### config.mk
export PLATFORM = sky130hd
export DESIGN_NAME = kmeans_centroid_update_k2n2
export DESIGN_NICKNAME = d
export VERILOG_FILES = /design/src/rtl/kmeans_centroid_update_k2n2.sv
export SDC_FILE = /design/constraint.sdc
export NUM_CORES = 1
export LEC_CHECK = 0
export ABC_AREA = 1
export CAP_MARGIN = 10
export CORE_ASPECT_RATIO = 1.5
export CORE_MARGIN = 2
export CORE_UTILIZATION = 26
export DETAILED_ROUTE_END_ITERATION = 8
export DONT_BUFFER_PORTS = 1
export HOLD_SLACK_MARGIN = 0.1
export PLACE_DENSITY = 0.48
export SYNTH_ARGS = -nofsm -noshare
export SYNTH_HDL_FRONTEND = slang
export SYNTH_SLANG_ARGS = --single-unit
### constraint.sdc
create_clock -name clk -period 3.21 [get_ports clk]
set_clock_uncertainty 0.1 [all_clocks]
set_input_delay 0.642 -clock clk [delete_from_list [all_inputs] [get_ports clk]]
set_output_delay 0.642 -clock clk [all_outputs]
set_load 0.05 [all_outputs]
### src/rtl/kmeans_centroid_update_k2n2.sv
// Centroid update for the k=2, n=2 k-means core: reads per-centroid sums/counts from the
// accumulator block, divides with restoring dividers, and tracks convergence. Option: KMEANS_UPDATE_ROUND_EN.
module kmeans_centroid_update_k2n2 #(
    parameter int input_data_width         = 8,
    parameter int input_data_qty_bit_width = 8,
    parameter int acc_width                = 16,
    parameter logic [input_data_width-1:0] k0_d0_initial = input_data_width'(0),
    parameter logic [input_data_width-1:0] k0_d1_initial = input_data_width'(0),
    parameter logic [input_data_width-1:0] k1_d0_initial = input_data_width'(1),
    parameter logic [input_data_width-1:0] k1_d1_initial = input_data_width'(1)
) (
    input  logic                                clk,
    input  logic                                rst,
    input  logic                                start,
    input  logic [acc_width-1:0]                acc0_output,
    input  logic [acc_width-1:0]                acc1_output,
    input  logic [input_data_qty_bit_width-1:0] acc_counter_output,
    output logic                                rd_acc_en,
    output logic                                rd_acc_centroid,
    output logic [input_data_width-1:0]         new_k0d0,
    output logic [input_data_width-1:0]         new_k0d1,
    output logic [input_data_width-1:0]         new_k1d0,
    output logic [input_data_width-1:0]         new_k1d1,
    output logic                                busy,
    output logic                                done,
    output logic                                converged
);

`ifdef KMEANS_UPDATE_ROUND_EN
    localparam int div_width = acc_width + 1;
`else
    localparam int div_width = acc_width;
`endif
    localparam int rem_width  = acc_width + 1;
    localparam int iter_width = $clog2(div_width + 1);
    localparam logic [iter_width-1:0] last_iter = iter_width'(div_width - 1);

    typedef enum logic [2:0] {IDLE, ADDR, LATCH, DIV, WRITE, DONE} state_t;

    state_t                              state_q;
    logic                                c_q;
    logic                                changed_q;
    logic [input_data_qty_bit_width-1:0] cnt_q;
    logic [iter_width-1:0]               iter_q;
    logic [div_width-1:0]                dvd_q [2];
    logic [rem_width-1:0]                rem_q [2];
    logic [input_data_width-1:0]         cent_q [2][2];
    logic                                rd_acc_en_q;
    logic                                rd_acc_centroid_q;
    logic                                busy_q;
    logic                                done_q;
    logic                                converged_q;

    logic [acc_width-1:0]        acc_in [2];
    logic [rem_width-1:0]        divisor_ext;
    logic [div_width-1:0]        dvd_init [2];
    logic [div_width-1:0]        dvd_d [2];
    logic [rem_width-1:0]        rem_d [2];
    logic [input_data_width-1:0] wr_val [2];
    logic                        wr_diff [2];

    assign acc_in[0]   = acc0_output;
    assign acc_in[1]   = acc1_output;
    assign divisor_ext = rem_width'(cnt_q);

    // One restoring-divider step per dimension; the dividend register shifts the quotient in from the LSB.
    generate
        for (genvar gi = 0; gi < 2; gi++) begin : g_dim
            logic [rem_width-1:0]        rem_shift;
            logic                        sub_ok;
            logic [input_data_width-1:0] quo_sat;

`ifdef KMEANS_UPDATE_ROUND_EN
            assign dvd_init[gi] = {1'b0, acc_in[gi]} + div_width'(acc_counter_output >> 1);
`else
            assign dvd_init[gi] = acc_in[gi];
`endif
            assign rem_shift = {rem_q[gi][rem_width-2:0], dvd_q[gi][div_width-1]};
            assign sub_ok    = (rem_shift >= divisor_ext);
            assign rem_d[gi] = sub_ok ? (rem_shift - divisor_ext) : rem_shift;
            assign dvd_d[gi] = {dvd_q[gi][div_width-2:0], sub_ok};

            assign quo_sat     = (|dvd_q[gi][div_width-1:input_data_width]) ? '1
                                                                            : dvd_q[gi][input_data_width-1:0];
            // An empty centroid keeps its previous position.
            assign wr_val[gi]  = (cnt_q == '0) ? cent_q[c_q][gi] : quo_sat;
            assign wr_diff[gi] = (wr_val[gi] != cent_q[c_q][gi]);
        end
    endgenerate

    always_ff @(posedge clk) begin
        if (rst) begin
            state_q           <= IDLE;
            c_q               <= 1'b0;
            changed_q         <= 1'b0;
            cnt_q             <= '0;
            iter_q            <= '0;
            for (int d = 0; d < 2; d++) begin
                dvd_q[d] <= '0;
                rem_q[d] <= '0;
            end
            cent_q[0][0]      <= k0_d0_initial;
            cent_q[0][1]      <= k0_d1_initial;
            cent_q[1][0]      <= k1_d0_initial;
            cent_q[1][1]      <= k1_d1_initial;
            rd_acc_en_q       <= 1'b0;
            rd_acc_centroid_q <= 1'b0;
            busy_q            <= 1'b0;
            done_q            <= 1'b0;
            converged_q       <= 1'b0;
        end else begin
            done_q <= 1'b0;
            case (state_q)
                IDLE: begin
                    if (start) begin
                        c_q               <= 1'b0;
                        rd_acc_en_q       <= 1'b1;
                        rd_acc_centroid_q <= 1'b0;
                        busy_q            <= 1'b1;
                        changed_q         <= 1'b0;
                        state_q           <= ADDR;
                    end
                end
                ADDR: state_q <= LATCH;
                LATCH: begin
                    cnt_q  <= acc_counter_output;
                    iter_q <= '0;
                    for (int d = 0; d < 2; d++) begin
                        dvd_q[d] <= dvd_init[d];
                        rem_q[d] <= '0;
                    end
                    state_q <= (acc_counter_output == '0) ? WRITE : DIV;
                end
                DIV: begin
                    for (int d = 0; d < 2; d++) begin
                        dvd_q[d] <= dvd_d[d];
                        rem_q[d] <= rem_d[d];
                    end
                    iter_q <= iter_q + 1'b1;
                    if (iter_q == last_iter) begin
                        state_q <= WRITE;
                    end
                end
                WRITE: begin
                    for (int d = 0; d < 2; d++) begin
                        cent_q[c_q][d] <= wr_val[d];
                    end
                    if (wr_diff[0] || wr_diff[1]) begin
                        changed_q <= 1'b1;
                    end
                    if (c_q == 1'b0) begin
                        c_q               <= 1'b1;
                        rd_acc_centroid_q <= 1'b1;
                        state_q           <= ADDR;
                    end else begin
                        rd_acc_en_q <= 1'b0;
                        state_q     <= DONE;
                    end
                end
                DONE: begin
                    done_q      <= 1'b1;
                    converged_q <= !changed_q;
                    rd_acc_en_q <= 1'b0;
                    busy_q      <= 1'b0;
                    state_q     <= IDLE;
                end
                default: state_q <= IDLE;
            endcase
        end
    end

    assign rd_acc_en       = rd_acc_en_q;
    assign rd_acc_centroid = rd_acc_centroid_q;
    assign new_k0d0        = cent_q[0][0];
    assign new_k0d1        = cent_q[0][1];
    assign new_k1d0        = cent_q[1][0];
    assign new_k1d1        = cent_q[1][1];
    assign busy            = busy_q;
    assign done            = done_q;
    assign converged       = converged_q;

endmodule

==> key figures <==
Finish
  • Register Area: 3360 µm²
  • ANT cells: 0
  • Fillers: 2805
  • Fin cells: 1168
  • Area Overhead vs Synth: 13.4%
  • Multi-input logic area: 3060 µm²
  • Final nets: 881
  • Share of cells above drive strength 1: 0.0806

Setup path
  • Startpoint Class: flip-flop
  • CP required: 3.29 ns
  • R2r setup slk: 0.82 ns
  • Worst Path Class, Setup: reg2reg
  • Worst Path Arrival: 2.46 ns
  • Critical-path maximum fanout: 3
  • CP Capture Type: flip-flop

Drt
  • Final WL: 18900 µm
  • DR vias: 5472
  • WL/cell: 16.2 µm
  • 1st-iter DRT viols: 362
  • Vias per cell: 4.68
  • Drt drc: 0
  • DRT Pass-1 Iters: 4
  • Final ANT Viol Nets: 0

STA
  • Worst-Margin Slew: 0.765 ns
  • Hold Violations, Final: 0
  • Final period util: 0.743
  • Fmax: 419 MHz
  • RSZ-0062 raised after global routing: no
  • Total Neg Setup Slack: 0 ns
  • Slew HR: 0.489
  • Max Slew Vio Count: 0
  • Min Clock Period, post-route: 2.39 ns
  • Setup Viol. Count Final: 0
  • Hold slack final: 0.180 ns

Place
  • DP Cell Count: 1136
  • Final HPWL DP: 14100 µm
  • Port Buffers: 0
  • GPL Wtd Cong: 0.805

Floorplanning
  • Core area: 26400 µm²
  • Full die area: 28000 µm²
  • # IOs: 80
  • Rows: 73
  • Die X: 137 µm
  • Initial Utilization: 0.262
  • Die Height: 204 µm

Clocking
  • Root buffer cell: clkbuf_16
  • CTS buffer count: 17
  • Clk sinks: 120
  • TritonCTS clock tree: yes
  • # resized after CTS: 0
  • Number of setup buffers added after CTS: 0
  • Clk buf depth: 2
  • Worst skew pair latency: 0.43 ns
  • H-tree level count: 4
  • Hold Buf Count CTS: 0
  • Reg clk slew, reported paths: 0.05 ns

Power
  • VDD IR max: 0.000359 V
  • P_leak: 3.12 nW
  • PwrDens: 789 nW/µm²

Synth
  • Syn nets: 883
  • Yosys cell types: 44
  • Cells after synthesis: 820
  • Synthesized cell area: 6930 µm²
  • Synthesized flop and latch total: 120
  • Post-synth EDFFs: 96
  • Ys async rst share: 0
  • Yosys Warn Count: 0
  • Register area share after synthesis: 0.486
  • Syn avg cell area: 8.45 µm²
  • Main synth FF type: edfxtp_1

Hold path
  • Hold WC Path Type: in2reg

Global routing
  • Initial antenna violation count: 0
  • Global Route Usage Sum: 0.140
  • Largest net degree at the start of global routing: 66
  • Vias in the first global route: 5440
  • Grt ovf: 0
  • First-pass GRT wire length: 29400 µm

Run status
  • Status: finished, final reports clean

Job
  • Maxcap violations: 0
==> synth_stat cells (6+ instances only) <==
| cell type | count | area [µm²] |
|---|---|---|
| buf_2 | 11 | 55.1 |
| o22ai_1 | 19 | 119 |
| nand2_1 | 157 | 589 |
| a21oi_1 | 15 | 75.1 |
| inv_1 | 96 | 360 |
| nand3b_1 | 13 | 97.6 |
| edfxtp_1 | 96 | 2880 |
| xor2_1 | 15 | 131 |
| o21ai_0 | 56 | 280 |
| nand3_1 | 59 | 295 |
| dfxtp_1 | 24 | 480 |
| clkbuf_1 | 11 | 41.3 |
| ha_1 | 18 | 225 |
| nand4_1 | 17 | 106 |
| a32o_1 | 15 | 150 |
| nor2_2 | 6 | 37.5 |
| nor2_1 | 131 | 492 |
| xnor2_1 | 8 | 70.1 |
==> metrics by stage <==
stage / utilization / setup slack, ns / area, µm² / power (mW)
4_1_cts: 0.297 / 0.800 / 7850 / 6.26
2_1_floorplan: - / 0.113 / 6930 / 3.86
3_3_place_gp: 0.276 / 0.770 / 7280 / 4.35
5_1_grt: 0.297 / 0.618 / 7850 / 6.62
6_report: 0.297 / 0.825 / 7850 / 6.19
3_5_place_dp: 0.276 / 0.809 / 7280 / 4.35
==> logic make-up after synthesis <==
kind of cell / synth area share
AND/OR/NAND/NOR: 0.259
multiplexers: 0.00145
adder cells (fa/ha/maj): 0.0383
buffers and inverters: 0.0746
AO/OA/AOI/OAI: 0.112
XOR/XNOR: 0.0291
flip-flops: 0.486
==> sequential cells by signal (all words and copies together) (netlist names), named ones only <==
name	cells
cnt_q	8
iter_q	5
done	1
rd_acc_centroid	1
rd_acc_en	1
rem_q	32
dvd_q	32
changed_q	1
cent_q	32
c_q	1
converged	1
state_q	3
busy	1
==> where the power goes <==
part           total (mW)  leakage (nW)  switching, mW  internal, mW
sequential           2.20          1.19          0.240          1.96
clock                1.88         0.277          0.683          1.20
combinational        2.11          1.65           1.41         0.703
==> placed cells by master (no fill, tap or decap), types with 17 or more instances in the layout <==
cell type	n
o22ai_1	19
ha_1	18
nand3_1	59
edfxtp_1	96
o21ai_0	56
inv_1	95
clkbuf_16	17
nand4_1	17
nor2_1	130
dfxtp_1	24
nand2_1	156
==> final timing paths <==
path | endpoint | start | depth (start not counted)
max reg2reg | rem_q[0][12] | dvd_q[0][15] | 11
min reg2reg | changed_q | changed_q | 2
min | rd_acc_en | rst | 1
max | rem_q[0][12] | dvd_q[0][15] | 11
==> per-layer routing <==
metal	wire length [µm]	global-route usage	part of all wire
met5	0	0	0
met4	421	0.0585	0.022
met3	834	0.0394	0.044
met2	10500	0.261	0.55
met1	7200	0.142	0.38
==> worst max-delay path, stage by stage (launching register included) <==
cell	delay (ns)
edfxtp_1	0.38
inv_1	0.15
ha_1	0.16
inv_1	0.06
fa_1	0.43
nand3_1	0.10
nand2_1	0.10
a21oi_1	0.28
nand2_1	0.13
xnor2_1	0.14
nand2_1	0.07
nor2_1	0.04
==> cell type report <==
class,instances,area share
clock buffer,20,0.0556
inverter,98,0.0472
timing repair buffer,8,0.00924
multi-input combinational,573,0.389
sequential,120,0.428
tap,337,0.0537
clock inverter,12,0.0169
(Power assumes the default switching activity.)
